<file path="config.mk">
export PLATFORM = sky130hd
export DESIGN_NAME = maze_valid_dir_gen
export DESIGN_NICKNAME = d
export VERILOG_FILES = /design/src/rtl/maze_valid_dir_gen.sv
export SDC_FILE = /design/constraint.sdc
export NUM_CORES = 1
export LEC_CHECK = 0
export BUFFER_PORTS_ARGS = -buffer_cell sky130_fd_sc_hd__buf_2
export CAP_MARGIN = 15
export CORE_AREA = 2 2 63 95
export CTS_CLUSTER_SIZE = 20
export DETAILED_ROUTE_END_ITERATION = 8
export DIE_AREA = 0 0 65 97
export PLACE_DENSITY_LB_ADDON = 0.3
export SLEW_MARGIN = 20
export SYNTH_ARGS = -nofsm -noshare
export SYNTH_HDL_FRONTEND = slang
export SYNTH_SLANG_ARGS = --single-unit
</file>
<file path="constraint.sdc">
create_clock -name clk -period 6 [get_ports clk]
set_input_delay 0.3 -clock clk [delete_from_list [all_inputs] [get_ports clk]]
set_output_delay 0.3 -clock clk [all_outputs]
set_load 0.01 [all_outputs]
</file>
<file path="src/rtl/maze_valid_dir_gen.sv">
`default_nettype none
// ============================================================================
// maze_valid_dir_gen : scans the four neighbour tiles of a sprite snapshot in
// the maze wall ROM and registers which of left/right/up/down moves are legal.
// Revision: 1.0
// ============================================================================
module maze_valid_dir_gen #(
   parameter int MAP_W = 40,
   parameter int MAP_H = 30,
   parameter int AW    = 11
) (
   input  logic          clk,
   input  logic          reset,
   input  logic          enable,
   input  logic [9:0]    position_x,
   input  logic [8:0]    position_y,
   output logic [AW-1:0] rom_addr,
   input  logic          rom_data,
   output logic [3:0]    valid_dir,
   output logic          valid_stb
);

   typedef enum logic [2:0] {
      S_IDLE = 3'd0,
      S_Q_L  = 3'd1,
      S_Q_R  = 3'd2,
      S_Q_U  = 3'd3,
      S_Q_D  = 3'd4,
      S_WAIT = 3'd5
   } state_t;

   localparam logic [6:0] c_MAP_W  = 7'(MAP_W);
   localparam logic [5:0] c_MAP_H  = 6'(MAP_H);
   localparam logic [1:0] c_SLOT_L = 2'd0;
   localparam logic [1:0] c_SLOT_R = 2'd1;
   localparam logic [1:0] c_SLOT_U = 2'd2;
   localparam logic [1:0] c_SLOT_D = 2'd3;

   state_t          r_state;
   state_t          w_next_state;
   logic [9:0]      r_px;
   logic [8:0]      r_py;
   logic [AW-1:0]   r_rom_addr;
   logic [3:0]      r_oob;
   logic [2:0]      r_wall;
   logic [3:0]      r_valid_dir;
   logic            r_valid_stb;

   logic [1:0]      w_slot;
   logic            w_slot_en;
   logic [5:0]      w_tx;
   logic [4:0]      w_ty;
   logic [6:0]      w_nx;
   logic [5:0]      w_ny;
   logic            w_edge;
   logic            w_nb_ok;
   logic [AW-1:0]   w_nb_addr;

   logic [5:0]      w_stx;
   logic [4:0]      w_sty;
   logic            w_xa;
   logic            w_ya;
   logic            w_in_map;
   logic            w_wall_d;
   logic            w_left;
   logic            w_right;
   logic            w_up;
   logic            w_down;
   logic [3:0]      w_legal;

   always_comb begin
      w_next_state = r_state;
      w_slot       = c_SLOT_L;
      w_slot_en    = 1'b0;
      case (r_state)
         S_IDLE: begin
            if (enable) begin
               w_next_state = S_Q_L;
               w_slot_en    = 1'b1;
               w_slot       = c_SLOT_L;
            end
         end
         S_Q_L: begin
            w_next_state = S_Q_R;
            w_slot_en    = 1'b1;
            w_slot       = c_SLOT_R;
         end
         S_Q_R: begin
            w_next_state = S_Q_U;
            w_slot_en    = 1'b1;
            w_slot       = c_SLOT_U;
         end
         S_Q_U: begin
            w_next_state = S_Q_D;
            w_slot_en    = 1'b1;
            w_slot       = c_SLOT_D;
         end
         S_Q_D:   w_next_state = S_WAIT;
         S_WAIT:  w_next_state = S_IDLE;
         default: w_next_state = S_IDLE;
      endcase
   end

   // The L address is issued on the capture edge, so IDLE reads the live position.
   assign w_tx = (r_state == S_IDLE) ? position_x[9:4] : r_px[9:4];
   assign w_ty = (r_state == S_IDLE) ? position_y[8:4] : r_py[8:4];

   always_comb begin
      w_nx   = {1'b0, w_tx};
      w_ny   = {1'b0, w_ty};
      w_edge = 1'b0;
      case (w_slot)
         c_SLOT_L: begin
            w_nx   = {1'b0, w_tx} - 7'd1;
            w_edge = (w_tx == 6'd0);
         end
         c_SLOT_R: w_nx = {1'b0, w_tx} + 7'd1;
         c_SLOT_U: begin
            w_ny   = {1'b0, w_ty} - 6'd1;
            w_edge = (w_ty == 5'd0);
         end
         default:  w_ny = {1'b0, w_ty} + 6'd1;
      endcase
      w_nb_ok = !w_edge && (w_nx < c_MAP_W) && (w_ny < c_MAP_H);
   end

   assign w_nb_addr = AW'(w_ny) * AW'(MAP_W) + AW'(w_nx);

   assign w_stx    = r_px[9:4];
   assign w_sty    = r_py[8:4];
   assign w_xa     = (r_px[3:0] == 4'd0);
   assign w_ya     = (r_py[3:0] == 4'd0);
   assign w_in_map = ({1'b0, w_stx} < c_MAP_W) && ({1'b0, w_sty} < c_MAP_H);
   assign w_wall_d = rom_data | r_oob[3];

   assign w_left  = w_ya & (!w_xa | ((w_stx != 6'd0) & !r_wall[0]));
   assign w_right = w_ya & (!w_xa | (({1'b0, w_stx} != c_MAP_W - 7'd1) & !r_wall[1]));
   assign w_up    = w_xa & (!w_ya | ((w_sty != 5'd0) & !r_wall[2]));
   assign w_down  = w_xa & (!w_ya | (({1'b0, w_sty} != c_MAP_H - 6'd1) & !w_wall_d));
   assign w_legal = w_in_map ? {w_down, w_up, w_right, w_left} : 4'b0000;

   always_ff @(posedge clk or negedge reset) begin
      if (!reset) begin
         r_state     <= S_IDLE;
         r_px        <= '0;
         r_py        <= '0;
         r_rom_addr  <= '0;
         r_oob       <= '0;
         r_wall      <= '0;
         r_valid_dir <= 4'b0000;
         r_valid_stb <= 1'b0;
      end else begin
         r_state     <= w_next_state;
         r_valid_stb <= 1'b0;
         if (r_state == S_IDLE && enable) begin
            r_px <= position_x;
            r_py <= position_y;
         end
         if (w_slot_en) begin
            r_rom_addr    <= w_nb_ok ? w_nb_addr : '0;
            r_oob[w_slot] <= !w_nb_ok;
         end else begin
            r_rom_addr <= '0;
         end
         // ROM data lags its address by one cycle; out-of-bounds slots read as wall.
         case (r_state)
            S_Q_R: r_wall[0] <= rom_data | r_oob[0];
            S_Q_U: r_wall[1] <= rom_data | r_oob[1];
            S_Q_D: r_wall[2] <= rom_data | r_oob[2];
            S_WAIT: begin
               r_valid_dir <= w_legal;
               r_valid_stb <= 1'b1;
            end
            default: ;
         endcase
      end
   end

   assign rom_addr  = r_rom_addr;
   assign valid_dir = r_valid_dir;
   assign valid_stb = r_valid_stb;

endmodule
`default_nettype wire
</file>
# [Word-level counts from Yosys, hierarchy flattened]
# Cells that the tools add are included.
[word_totals] input_bits=23 ff_bits=45 out_inout_bits=16 elab_cells=88
[op_classes] n_lt_le_gt_ge=6 mux=17 n_reduce_logical=23 n_eq_ne=10 addsub=5 n_mul=1 bitwise=16
[op_table] op="11-bit 2-to-1 mux" count=2
[op_table] op="3-bit one-hot mux with 5 select lines" count=1
[op_table] op="7-bit one-hot mux with 2 select lines" count=1
[op_table] op="6-bit one-hot mux with 2 select lines" count=1
[op_table] op="11-bit by 7-bit adder with 11-bit output" count=1
[op_table] op="1-bit AND" count=8
[op_table] op="1-bit zero test" count=8
[op_table] op="4-bit zero test" count=2
[op_table] op="6-bit by 3-bit multiplier with 8-bit output (second input constant)" count=1
[op_table] op="1-bit bitwise OR" count=8
[op_table] op="6-bit by 1-bit adder with 7-bit output (second input constant)" count=1
[op_table] op="7-bit by 6-bit less-than comparator with 1-bit output (second input constant)" count=1
[op_table] op="6-bit by 1-bit subtractor with 7-bit output (second input constant)" count=1
[op_table] op="5-bit by 1-bit adder with 6-bit output (second input constant)" count=1
[op_table] op="3-bit by 2-bit equality test with 1-bit output (second input constant)" count=2
[op_table] op="3-bit equality test (second input constant)" count=2
[op_table] op="6-bit zero test" count=1
[op_table] op="6-bit by 5-bit less-than comparator with 1-bit output (second input constant)" count=1
[op_table] op="6-bit less-than comparator (second input constant)" count=1
[op_table] op="6-bit 2-to-1 mux" count=1
[op_table] op="6-bit inequality test (second input constant)" count=1
[op_table] op="2-bit one-hot mux with 3 select lines" count=1
[op_table] op="6-bit nonzero test" count=1
[op_table] op="5-bit by 1-bit subtractor with 6-bit output (second input constant)" count=1
[op_table] op="22 further kinds" count=29

# [Longest topological paths before layout]
# Gate-level depths: netlist of run 1.
[depth] word_depth=9 mapped_depth=20 ltp_nobuf=18

# [Worst setup path after synthesis of run 1]
# No wires, ideal clock.
[synth_path] path_type="reg2reg" start="register r_state[0]" end="register r_rom_addr[10] (netlist: rom_addr[10])" t_arrival_ns=4.329 path_stages_with_launch=18 synth_period_minus_slack_ns=4.478 n_path_buf=2 path_slack_ns=1.522 required_time_ns=5.851 path_cell_list="dfrtp_1 -> buf_6 -> nor3_4 -> clkbuf_1 -> mux2i_1 -> inv_1 -> ha_1 -> nand3_1 -> mux2_2 -> and3_1 -> o31ai_1 -> ha_1 -> ha_1 -> inv_1 -> fa_1 -> nor4bb_1 -> xor2_1 -> nor4_1"
[synth_via] elab_chain_cells=9 elab_cells_between_ends=31 classes_between="add/sub (5); mul (1); order compare (2); eq/ne (5); mux (9); reduce/logical (9)"
[synth_rtl] item="start, declared" line="39" rtl="state_t r_state;"
[synth_rtl] item="start signal, assigned" line="153" rtl="r_state <= w_next_state;"
[synth_rtl] item="parallel branches: the longest is 8 deep, another holds 11-bit by 7-bit adder with 11-bit output"
[synth_rtl] item="11-bit 2-to-1 mux (*)" line="159" rtl="if (w_slot_en) begin"
[synth_rtl] item="end signal, assigned" line="160" rtl="r_rom_addr <= w_nb_ok ? w_nb_addr : '0;"
[synth_rtl] item="end, declared" line="43" rtl="logic [AW-1:0] r_rom_addr;"
# Every way passes the cells marked *.
# A chain may end at the register's enable or synchronous reset.

# [Worst setup path in the final report of run 1]
# Ends and elaborated chain as after synthesis.

==> summary.md, run 1 <==
| Metric | Value |
|---|---|
| Die height | 97 microns |
| Critical Path RT | 6.15 ns |
| Post-DP HPWL | 5340 microns |
| Maxcap violations | 0 |
| Seq/Total Area, Yosys | 36.2% |
| First-pass GRT wire length | 11,500 microns |
| Final Hold Slack | -0.0203 ns |
| Site row count | 33 |
| Initial DRC count | 76 |
| Compound-gate portion of the synthesized area | 13.9% |
| Die Area | 0.00631 sq mm |
| RSZ-0062 raised after global routing | false |
| Kind of critical path | register to register |
| Async SR Flop Fraction | 100% |
| Area share of fa/ha/maj cells after synthesis | 10.2% |
| CORE AREA | 0.00541 sq mm |
| CP top delay family | simple AND/OR/NAND/NOR gates |
| Clock latency at the later pin of the worst-skew pair | 0.29 ns |
| Critical path cell sequence | nor3_4 -> mux2i_1 -> inv_1 -> ha_1 -> nand3_1 -> mux2_2 -> and3_1 -> o31ai_1 -> ha_1 -> ha_1 -> inv_1 -> fa_1 -> xnor2_1 -> nor4bb_1 -> xor2_1 -> nor4_1 |
| Hold Vio Cnt, Final | 32 |
| Type of origin of the critical path | register |
| CP max-delay cell | nor3_4 |
| Final setup TNS | 0 ns |
| I/O Buffers | 38 |
| Reg2reg path depth | 16 |
| Vias in the first global route | 2,546 |
| GPL Wtd Cong | 0.869 |
| Final worst-path cycle share | 84.1% |
| Setup repair bufs after CTS | 0 |
| Drt pass-1 iters | 4 |
| Clock root cell | clkbuf_8 |
| Vias/cell | 5.84 |
| Final worst path period need | 5.05 ns |
| N_diodes | 0 |
| Multiplexer share of the synthesized area | 12.1% |
| Outcome | finished, violations left |
| Post-cts sizing count | 0 |
| Post-Route Skew | 0.00510 ns |
| Slew Viols, Final | 0 |
| Crit path buf inv count | 2 |
| F_max | 198 MHz |
| Final nets | 400 |
| Layout cells sized above 1 | 22.6% |
| Final setup viols | 0 |
| Initial core utilization | 57.5% |
| Syn Nets | 366 |
| Failing checks | negative hold slack |
| Yosys top cell by area | dfrtp_1 |
| Most numerous cell in the Yosys netlist | dfrtp_1 |
| CTS tree | yes |
| Top cells by area, synth | dfrtp_1, mux2_2, ha_1, nor2_1, xnor2_1 |
| Die span in x | 65 microns |
| Worst setup EP type | register |
| Hold Buf Count CTS | 0 |
| Worst hold path class | input pin to async pin |
| Top_reg_cell synth | dfrtp_1 |
| Number of synthesized flops with an enable pin | 0 |
| GR Util All Layers | 23.4% |
| Yosys cell types | 52 |
| Largest stage delay, worst path | 0.85 ns |
| Most frequent CP cell | ha_1 |
| Actual slew at the worst max-slew pin | 0.944 ns |
| Post-DR wirelength/cell | 15.8 microns |
| Routed Antenna Nets | 0 |
| Largest family of logic cells by synthesized area | simple AND/OR/NAND/NOR gates |
| Largest net degree at the start of global routing | 46 |
| Critical Path AT | 5.20 ns |
| Num CTS Buffers | 5 |
| GR Overflow Total | 0 |
| Total number of vias | 2,477 |
| Htree depth | 2 |
| Syn-to-layout area delta | 10.2% |
| Post-synthesis cell count | 320 |
| Reg clk slew, reported paths | 0.08 ns |
| Synth Area in Simple Gates | 18.4% |
| Drt drc | 0 |
| Max clock buf depth | 2 |
| Crit path max fanout | 19 |
| Synth warn | 0 |
| Synth top area share | 36.2% |
| Routed Wire Length | 6710 microns |
| Top Ports | 39 |
| Post-Synth XOR/XNOR Area | 5.07% |
| Initial antenna violation count | 0 |
| #FFs+latches synth | 45 |
| Slew margin rel. | 37.1% |
| Post-synth top cells | dfrtp_1, nor2_1, nand2_1, mux2_2 |
| Critical Path Stages | 16 |
| Cell Area, Synth | 0.00311 sq mm |
| CTS Sinks | 45 |
| Post-Syn Area per Cell | 9.72 sq um |
==> path summary, 6_finish.rpt <==
kind / end / slack (ns) / startpoint
worst min register to register: r_wall[2]$_DFFE_PN0N_ / 0.50 / r_wall[2]$_DFFE_PN0N_
worst max register to register: rom_addr[10]$_DFF_PN0_ / 0.95 / r_state[0]$_DFFE_PN0P_
worst min-delay path: rom_addr[1]$_DFF_PN0_ / -0.02 / reset
worst max-delay path: rom_addr[10]$_DFF_PN0_ / 0.95 / r_state[0]$_DFFE_PN0P_
min in group clk: r_px[2]$_DFFE_PN0P_ / 0.24 / position_x[2]
max in group asynchronous: r_py[5]$_DFFE_PN0P_ / 5.64 / reset
==> per-stage QoR <==
stage	hold WS [ns]	area (sq um)	instances	util, %	worst slack [ns]
6_report	-0.0203	3430	424	63.3	0.952
3_5_place_dp	0.475	3330	417	61.6	0.957
3_3_place_gp	0.465	3330	417	61.6	1.08
4_1_cts	0.183	3420	424	63.3	0.915
5_1_grt	0.0284	3430	424	63.3	0.566
2_1_floorplan	0.00441	3110	320	-	1.52
==> layout by cell type (no fill, tap or decap), types with 2 or more instances in the layout <==
cell type | netlist | layout
a211oi_1 | 3 | 3
a21o_1 | 6 | 6
a21oi_1 | 19 | 19
a22oi_1 | 2 | 2
a32o_1 | 3 | 3
and2_1 | 3 | 3
and3_1 | 2 | 2
buf_2 | 4 | 37
buf_4 | 1 | 4
clkbuf_8 | 0 | 6
dfrtp_1 | 45 | 45
fa_1 | 4 | 4
ha_1 | 19 | 19
inv_1 | 14 | 14
mux2_2 | 24 | 24
mux2i_1 | 9 | 9
nand2_1 | 26 | 26
nand2b_1 | 3 | 3
nand3_1 | 5 | 5
nand4_1 | 3 | 3
nor2_1 | 28 | 28
nor2b_1 | 6 | 6
nor3_1 | 8 | 8
nor3b_1 | 6 | 6
nor4_1 | 10 | 10
o211ai_1 | 2 | 2
o21ai_0 | 14 | 14
o2bb2ai_1 | 2 | 2
o31a_1 | 2 | 2
o31ai_1 | 2 | 2
xnor2_1 | 12 | 12
xor2_1 | 6 | 6
==> per-layer routing <==
layer | share of wire [%] | track usage [%] | wire [microns]
met4 | 4.6 | 12.6 | 312
met1 | 39 | 27.4 | 2620
met5 | 0 | 0 | 0
met2 | 53 | 40.4 | 3530
met3 | 3.7 | 3.37 | 247
==> cell families after synthesis <==
kind of cell / Yosys count
buf+inv: 28
flops: 45
xor+xnor: 18
fa+ha+maj: 23
compound gates: 63
simple gates: 109
mux: 34
==> cell type report <==
| cell class | instances | area (sq um) |
|---|---|---|
| Clock inverter | 1 | 7.51 |
| Timing Repair Buffer | 41 | 215 |
| Fill cell | 482 | 1980 |
| Clock buffer | 6 | 82.6 |
| Tap cell | 70 | 87.6 |
| Multi-Input combinational cell | 247 | 1850 |
| Sequential cell | 45 | 1130 |
| Inverter | 14 | 52.6 |
==> sequential cells by signal, summed over array words and instances (netlist names) <==
| register | flops |
|---|---|
| rom_addr | 11 |
| r_px | 10 |
| r_py | 9 |
| r_oob | 4 |
| valid_dir | 4 |
| r_state | 3 |
| r_wall | 3 |
| valid_stb | 1 |
Power of run 1 is left out: the tool's default activity adds up to more than one toggle a clock period on the data nets, which glitch-free logic cannot reach.
==> inputs of run 2 (changes only) <==
- clock period: 6 -> 5 ns (I/O delays scaled with it)
==> summary.md, run 2 (synthesis gave the netlist of run 1 again) <==
| Metric | Value |
|---|---|
| Kind of critical path | register to register |
| I/O Buffers | 38 |
| Max clock buf depth | 2 |
| Actual slew at the worst max-slew pin | 0.932 ns |
| Worst hold path class | input pin to register |
| Final Core Density | 64.1% |
| GR Overflow Total | 0 |
| Setup repair bufs after CTS | 0 |
| Vias/cell | 5.91 |
| Final WS setup | 0.443 ns |
| Commonest non-fill, non-tap cells in the layout | dfrtp_1, buf_2, nor2_1, nand2_1, mux2_2 |
| First-pass GRT wire length | 11,800 microns |
| Outcome | completed |
| Post-DP HPWL | 5490 microns |
| Worst setup EP type | register |
| Layout cells sized above 1 | 23.6% |
| Slew margin rel. | 37.9% |
| Top Ports | 39 |
| CTS Sinks | 45 |
| Drt pass-1 iters | 4 |
| Initial DRC count | 91 |
| F_max | 219 MHz |
| Most common cell after layout, fill and taps aside | dfrtp_1 |
| Critical Path RT | 5.21 ns |
| Site row count | 33 |
| Max FFs per register | 11 |
| Reg clk slew, reported paths | 0.09 ns |
| Clock root cell | clkbuf_8 |
| Hold Vio Cnt, Final | 0 |
| Maxcap violations | 0 |
| Final nets | 405 |
| Largest net degree at the start of global routing | 46 |
| Final Hold Slack | 0.183 ns |
| Clock latency at the later pin of the worst-skew pair | 0.30 ns |
| Routed Antenna Nets | 0 |
| Routed Wire Length | 6990 microns |
| Final setup TNS | 0 ns |
| Post-Route Skew | 0.00548 ns |
| Critical Path AT | 4.76 ns |
| Die height | 97 microns |
| CTS tree | yes |
| Vias in the first global route | 2,493 |
| GPL Wtd Cong | 0.915 |
| Total number of vias | 2,542 |
| Initial core utilization | 57.5% |
| Final setup viols | 0 |
| Type of origin of the critical path | register |
| Initial antenna violation count | 0 |
| Crit path max fanout | 18 |
| Htree depth | 2 |
| N_diodes | 0 |
| RSZ-0062 raised after global routing | false |
| Slew Viols, Final | 0 |
| GR Util All Layers | 23.9% |
| Final worst path period need | 4.56 ns |
| CORE AREA | 0.00541 sq mm |
| Num CTS Buffers | 5 |
| Die span in x | 65 microns |
| Final worst-path cycle share | 91.1% |
| Post-DR wirelength/cell | 16.3 microns |
| Dpl ws | 0.500 ns |
| Drt drc | 0 |
| Die Area | 0.00631 sq mm |
| Syn-to-layout area delta | 11.5% |
[run 2: changes by cell type in the layout (fill, tap and decap cells not counted)]
cell,delta
inv_6,+1
clkbuf_8,-1
clkinv_2,+1
dlygate4sd3_1,+1
buf_4,+4
[run 2: stage by stage]
stage | cell area (sq um) | instances
after floorplan | 3110 | 320
after global placement | 3360 | 421
after detailed placement | 3360 | 421
after CTS | 3450 | 429
after global routing | 3470 | 430
final | 3470 | 430
[run 2: layer usage]
| layer | global-route usage (%) | up-vias | routed length, microns |
|---|---|---|---|
| li1 | - | 1227 | - |
| met1 | 29.3 | 1230 | 2870 |
| met2 | 40.8 | 67 | 3670 |
| met3 | 3.26 | 18 | 182 |
| met4 | 11.0 | 0 | 265 |
| met5 | 0 | - | 0 |
[run 2: path summary, 6_finish.rpt]
kind / startpoint / to / slack [ns] / cells past startpoint
max: r_state[1]$_DFFE_PN0P_ / rom_addr[9]$_DFF_PN0_ / 0.44 / 16
min: position_y[0] / r_py[0]$_DFFE_PN0P_ / 0.18 / 2
max reg2reg: r_state[1]$_DFFE_PN0P_ / rom_addr[9]$_DFF_PN0_ / 0.44 / 16
min reg2reg: r_oob[1]$_DFFE_PN0P_ / r_oob[1]$_DFFE_PN0P_ / 0.49 / 2
max in group asynchronous: reset / r_wall[0]$_DFFE_PN0P_ / 4.13 / 2
min in group asynchronous: reset / rom_addr[10]$_DFF_PN0_ / 0.48 / 2
[run 2: layout make-up]
cell class,count,area [sq um]
timing repair buffer,46,255
clock buffer,5,68.8
multi-input combinational,247,1850
tap,70,87.6
sequential,45,1130
clock inverter,3,21.3
inverter,14,52.6
fill,466,1940
[run 2: what timing repair did]
| item | in CTS | in global routing |
|---|---|---|
| endpoints found under the hold margin | 0 | 45 |
| resized for setup | 0 | 0 |
| hold buffers | 0 | 1 |
[run 2: worst max-delay path: stages (launching register included)]
cell,delay (ns)
dfrtp_1,0.61
nor3_4,0.39
mux2i_1,0.36
inv_1,0.08
ha_1,0.35
nand3_1,0.08
mux2_2,0.29
and3_1,0.15
o31ai_1,0.37
ha_1,0.22
ha_1,0.17
inv_1,0.05
fa_1,0.39
xnor2_1,0.28
nor3b_1,0.34
xnor2_1,0.10
nor4_1,0.24
Power of run 2 is left out for the same reason.
